--- src/rtl/trace_dump_apb_master.sv ---
// Drains a branch-trace buffer over APB oldest-first into a valid/ready entry stream.
// Each entry takes two 3-cycle reads plus one emit cycle; a stalled entry holds the bus idle.
module trace_dump_apb_master #(
   parameter int          TRACE_WORDS    = 1024,
   parameter logic [31:0] BASE_ADDR      = 32'h0000_0000,
   parameter int          TIMEOUT_CYCLES = 64,
   localparam int         TW             = $clog2(TRACE_WORDS)
) (
   input  logic          clk_i,
   input  logic          rst_i,
   input  logic          start_i,
   output logic          busy_o,
   output logic          done_o,
   output logic          err_o,
   output logic          psel_o,
   output logic          penable_o,
   output logic [31:0]   paddr_o,
   output logic          pwrite_o,
   output logic [47:0]   pwdata_o,
   input  logic [47:0]   prdata_i,
   input  logic          pready_i,
   input  logic          pslverr_i,
   output logic          ent_valid_o,
   input  logic          ent_ready_i,
   output logic [TW-1:0] ent_idx_o,
   output logic [31:0]   ent_from_o,
   output logic [31:0]   ent_to_o,
   output logic [15:0]   ent_cnt_o
);

   localparam int          RW        = TW + 1;
   localparam int          CW        = $clog2(TIMEOUT_CYCLES + 1);
   localparam logic [31:0] STAT_ADDR = BASE_ADDR + 32'h0001_000C;
   localparam logic [31:0] WPTR_ADDR = BASE_ADDR + 32'h0001_0010;

   typedef enum logic [2:0] {
      S_IDLE,
      S_RD_STAT,
      S_RD_PTR,
      S_RD_LO,
      S_RD_HI,
      S_EMIT,
      S_FIN
   } state_t;

   typedef enum logic [1:0] {
      PH_SETUP,
      PH_ACCESS,
      PH_GAP
   } phase_t;

   typedef struct packed {
      logic [15:0] cnt;
      logic [31:0] from_pc;
      logic [31:0] to_pc;
   } ent_t;

   state_t        state;
   state_t        state_nxt;
   phase_t        phase;
   phase_t        phase_nxt;
   logic [CW-1:0] tcnt;
   logic          wrapped;
   logic [TW-1:0] idx;
   logic [RW-1:0] remaining;
   ent_t          ent;
   logic          err;

   logic          in_read;
   logic          access;
   logic          xfer_ok;
   logic          xfer_err;
   logic          tout;
   logic          emit_hs;
   logic [31:0]   ent_addr;

   assign in_read  = (state == S_RD_STAT) || (state == S_RD_PTR) ||
                     (state == S_RD_LO)   || (state == S_RD_HI);
   assign access   = in_read && (phase == PH_ACCESS);
   assign xfer_ok  = access && pready_i && !pslverr_i;
   assign xfer_err = access && pready_i && pslverr_i;
   assign tout     = access && !pready_i && (tcnt == CW'(TIMEOUT_CYCLES - 1));
   assign emit_hs  = (state == S_EMIT) && ent_ready_i;
   assign ent_addr = BASE_ADDR + 32'({idx, 3'b000});

   always_ff @(posedge clk_i) begin
      if (rst_i) begin
         state <= S_IDLE;
         phase <= PH_SETUP;
      end else begin
         state <= state_nxt;
         phase <= phase_nxt;
      end
   end

   // The gap cycle after each completed read is where the next read is chosen.
   always_comb begin
      state_nxt = state;
      phase_nxt = phase;
      case (state)
         S_IDLE: begin
            if (start_i) begin
               state_nxt = S_RD_STAT;
               phase_nxt = PH_SETUP;
            end
         end
         S_RD_STAT, S_RD_PTR, S_RD_LO, S_RD_HI: begin
            case (phase)
               PH_SETUP: phase_nxt = PH_ACCESS;
               PH_ACCESS: begin
                  if (xfer_ok) begin
                     phase_nxt = PH_GAP;
                  end else if (xfer_err || tout) begin
                     state_nxt = S_FIN;
                     phase_nxt = PH_SETUP;
                  end
               end
               default: begin
                  phase_nxt = PH_SETUP;
                  case (state)
                     S_RD_STAT: state_nxt = S_RD_PTR;
                     S_RD_PTR:  state_nxt = (remaining == '0) ? S_FIN : S_RD_LO;
                     S_RD_LO:   state_nxt = S_RD_HI;
                     default:   state_nxt = S_EMIT;
                  endcase
               end
            endcase
         end
         S_EMIT: begin
            if (ent_ready_i) begin
               phase_nxt = PH_SETUP;
               state_nxt = (remaining == RW'(1)) ? S_FIN : S_RD_LO;
            end
         end
         S_FIN:   state_nxt = S_IDLE;
         default: state_nxt = S_IDLE;
      endcase
   end

   always_ff @(posedge clk_i) begin
      if (rst_i) begin
         tcnt      <= '0;
         wrapped   <= 1'b0;
         idx       <= '0;
         remaining <= '0;
         ent       <= '0;
         err       <= 1'b0;
      end else begin
         if (access && !pready_i) begin
            tcnt <= tcnt + CW'(1);
         end else begin
            tcnt <= '0;
         end

         if ((state == S_IDLE) && start_i) begin
            err <= 1'b0;
         end else if (xfer_err || tout) begin
            err <= 1'b1;
         end

         // Read data is only taken on a clean completion; errored data never reaches the entry.
         if (xfer_ok) begin
            case (state)
               S_RD_STAT: wrapped <= prdata_i[3];
               S_RD_PTR: begin
                  if (wrapped) begin
                     remaining <= RW'(TRACE_WORDS);
                     idx       <= prdata_i[TW-1:0];
                  end else begin
                     remaining <= {1'b0, prdata_i[TW-1:0]};
                     idx       <= '0;
                  end
               end
               S_RD_LO: begin
                  ent.cnt     <= prdata_i[47:32];
                  ent.from_pc <= prdata_i[31:0];
               end
               S_RD_HI: ent.to_pc <= prdata_i[31:0];
               default: ;
            endcase
         end

         if (emit_hs) begin
            idx       <= idx + TW'(1);
            remaining <= remaining - RW'(1);
         end
      end
   end

   always_comb begin
      paddr_o = '0;
      if (psel_o) begin
         case (state)
            S_RD_STAT: paddr_o = STAT_ADDR;
            S_RD_PTR:  paddr_o = WPTR_ADDR;
            S_RD_LO:   paddr_o = ent_addr;
            S_RD_HI:   paddr_o = ent_addr + 32'h4;
            default:   paddr_o = '0;
         endcase
      end
   end

   assign psel_o      = in_read && (phase != PH_GAP);
   assign penable_o   = access;
   assign pwrite_o    = 1'b0;
   assign pwdata_o    = '0;
   assign busy_o      = (state != S_IDLE) && (state != S_FIN);
   assign done_o      = (state == S_FIN);
   assign err_o       = err;
   assign ent_valid_o = (state == S_EMIT);
   assign ent_idx_o   = idx;
   assign ent_from_o  = ent.from_pc;
   assign ent_to_o    = ent.to_pc;
   assign ent_cnt_o   = ent.cnt;

endmodule

--- config.mk ---
export PLATFORM = sky130hd
export DESIGN_NAME = trace_dump_apb_master
export DESIGN_NICKNAME = d
export VERILOG_FILES = /design/src/rtl/trace_dump_apb_master.sv
export SDC_FILE = /design/constraint.sdc
export NUM_CORES = 1
export LEC_CHECK = 0
export ABC_CLOCK_PERIOD_IN_PS = 2100
export CAP_MARGIN = 0
export CORE_ASPECT_RATIO = 0.8
export CORE_MARGIN = 2
export CORE_UTILIZATION = 25
export CTS_CLUSTER_DIAMETER = 30
export DETAILED_ROUTE_END_ITERATION = 8
export GPL_TIMING_DRIVEN = 0
export MAX_ROUTING_LAYER = met4
export PLACE_DENSITY = 0.53
export SETUP_SLACK_MARGIN = 0.05
export SYNTH_ARGS = -nofsm -noshare
export SYNTH_HDL_FRONTEND = slang
export SYNTH_SLANG_ARGS = --single-unit
--- constraint.sdc ---
create_clock -name clk_i -period 2.1 [get_ports clk_i]
set_input_delay 0.21 -clock clk_i [delete_from_list [all_inputs] [get_ports clk_i]]
set_output_delay 0.21 -clock clk_i [all_outputs]
set_load 0.1 [all_outputs]
==> key figures <==
Run status
  • Status: complete, but fails checks
  • Violated checks: negative setup slack

STA
  • RSZ-0062 raised after global routing: yes
  • Final Critical Period: 2160 ps
  • Hold Vio Cnt, Final: 0
  • Setup slack after layout: -55.1 ps
  • Relative slew margins: 30.4%
  • Setup Viol. Count Final: 3
  • Least-Margin Pin Slew: 1050 ps
  • Clock Skew: 8.07 ps
  • Final worst path period share: 103%
  • Max Clk Rate: 464 MHz
  • Max-slew violations: 0

Synth
  • Top-count cell post-synth: nand2_1
  • Post-synth top cells: nand2_1 (148), dfxtp_1 (115), a21oi_1 (108), buf_4 (73), nor2_1 (46)
  • Ys async rst share: 0%
  • Synth Cell Area: 5500 µm²
  • Syn Inst Count: 704
  • Synth top area share: 41.8%
  • Mapped Avg Cell Area: 7.82 µm²
  • Area contributors post-synth: dfxtp_1 (42%), nand2_1 (10%), buf_4 (10%)
  • Yosys cell types: 55
  • EDFF count, synth: 0
  • Number of synthesized register bits: 115
  • Top FF cell, synth: dfxtp_1
  • Synth area leader: dfxtp_1
  • Sequential element share of the synthesized area: 41.8%
  • Synth warn: 0

Route
  • Via density per instance: 4.51
  • Initial drt markers: 304
  • Final wirelength: 19.8 mm
  • Remaining antenna violation count: 0
  • DRC viols: 0
  • Routed vias: 5740
  • Detailed Routing Iterations Pass 1: 5
  • Post-DR wirelength/cell: 15.5 µm

Power
  • Static Leakage: 3.94 nW
  • Sw power: 3.40 mW
  • Total power: 8.73 mW
  • Switching Share: 38.9%
  • Sequential power share: 27.1%
  • Clock share of power: 34.9%
  • PwrDens: 933 nW/µm²
  • VDD IR-drop max: 556 µV
  • Int Pwr: 5.33 mW
  • Gate power share: 38.1%

Setup path
  • Crit path kind: reg -> out
  • Slowest-stage cell, CP: dfxtp_4
  • Peak fanout along the critical path: 6
  • Critical path endpoint category: output port
  • Worst path cell trace: o21a_4, or3_4, nor4b_4, buf_6
  • CP peak stage delay: 370 ps
  • CP required: 1890 ps
  • WP data arrival: 1950 ps
  • CP Launch Type: register

Finish
  • Layout cells sized above 1: 30.6%
  • Ant diodes: 0
  • Layout area overhead: 70.0%
  • Post-layout nets: 1044
  • Non-Filler Instances: 1273
  • Layout Utilization: 43.4%

Clocking
  • Hold_buf cts: 0
  • Clk sink count: 115
  • CTS tree: done
  • CTS clk-pin slew, worst paths: 60 ps
  • Max Buffers Root-to-Sink: 2
  • H-tree depth: 4
  • TritonCTS Buffers: 17
  • Root buffer cell: clkbuf_16
  • Clock Latency Late Sink: 410 ps

Place
  • HPWL after DPL: 13.9 mm
  • Placed insts: 1207
  • Dpl ws: -1040 ps
  • I/O Buffers: 160
  • Routability cong.: 0.847

Floorplan
  • Starting Density: 25.5%
  • Die W: 170 µm
  • Top-level I/O count: 231
  • Full die area: 23200 µm²
  • Die span in y: 137 µm
  • Core area: 21600 µm²
  • Row Count: 48

Global routing
  • GRT overflow: 0
  • Tot GR Track Use: 16.7%
  • Vias in the first global route: 4979
  • First-pass GRT wire length: 28.7 mm
  • Largest net degree at the start of global routing: 17
  • Initial antenna violation count: 0

Run
  • Max Cap Viol: 0

Hold path
  • Worst Hold Class: in -> reg
==> path summary, 6_finish.rpt <==
path,startpoint,end,slack [ps],cells past startpoint
setup reg to reg,state[1]$_SDFFE_PP0P_,ent_to_o[22]$_SDFFE_PP0P_,30,7
setup / recovery,state[1]$_SDFFE_PP0P_,paddr_o[2],-60,4
hold reg to reg,ent_cnt_o[4]$_SDFFE_PP0P_,ent_cnt_o[4]$_SDFFE_PP0P_,450,2
hold / removal,prdata_i[34],ent_cnt_o[2]$_SDFFE_PP0P_,340,3
==> area by class of cell <==
type	count	area (µm²)
fill	2199	12200
multi-input combinational	534	3200
sequential	115	2320
timing repair buffer	197	2000
buffer	109	825
clock buffer	18	439
tap	275	344
clock inverter	14	178
inverter	11	47.5
==> routing by layer <==
layer  part of all wire (%)  global-route usage [%]  wire length [µm]  vias to the layer above
li1                       -                       -                 -                     2825
met1                     48                    22.7              9480                     2704
met2                     45                    24.5              8850                      194
met3                    6.1                    4.57              1210                       17
met4                    1.1                    4.13               223                        0
met5                      0                       -                 0                        -
==> power groups by stage <==
stage / logic [mW] / clock network (mW) / registers [mW]
6_report: 3.32 / 3.04 / 2.36
2_1_floorplan: 2.01 / 0 / 2.42
4_1_cts: 3.06 / 3.10 / 2.31
3_5_place_dp: 2.62 / 0 / 2.35
3_3_place_gp: 2.62 / 0 / 2.35
5_1_grt: 3.46 / 3.22 / 2.37
==> worst max-delay path: cells and delay by family (launching register included) <==
family,cells,cell delay [ps]
compound gates,1,230
buf+inv,1,260
flops,1,370
simple gates,2,670
==> cells by family after synthesis <==
kind of cell    after synthesis  share of synthesized area (%)
compound gates              163                           17.5
xor+xnor                      5                          0.796
fa+ha+maj                     5                           1.14
buf+inv                     123                           14.1
flops                       115                           41.8
mux                           2                          0.409
other cells                   1                         0.0681
simple gates                290                           24.2
==> timing repair <==
item                       in CTS  in global routing
gates cloned                    3                  2
setup endpoints to repair     207                 83
gates resized for setup       309                 94
hold endpoints to repair        0                  0
buffers inserted               17                 16
pin swaps                      69                 23
==> through the flow <==
step	setup TNS [ps]	hold WS [ps]	instance area, µm²
final	-85.7	341	9360
after global routing	-563	322	9360
after CTS	-1120	323	8900
after detailed placement	-46390	442	7790
after global placement	-47630	431	7790
after floorplan	-249	328	5840
==> placed cells by master (no fill, tap or decap), types with 15 or more instances in the layout <==
cell / Yosys / final
a21oi_1: 108 / 76
a21oi_2: 0 / 31
buf_12: 0 / 19
buf_4: 73 / 98
clkbuf_1: 26 / 15
clkbuf_16: 0 / 18
clkdlybuf4s50_1: 0 / 52
conb_1: 1 / 69
dfxtp_1: 115 / 102
dlygate4sd2_1: 0 / 91
nand2_1: 148 / 141
nand2_4: 0 / 32
nor2_1: 46 / 39
==> registers in the layout, summed over array words and instances (netlist names) <==
register,flops
ent_cnt_o,16
tcnt,7
err_o,1
wrapped,1
ent_idx_o,10
remaining,11
ent_from_o,32
ent_to_o,32
phase,2
state,3
(Power assumes the default switching activity.)
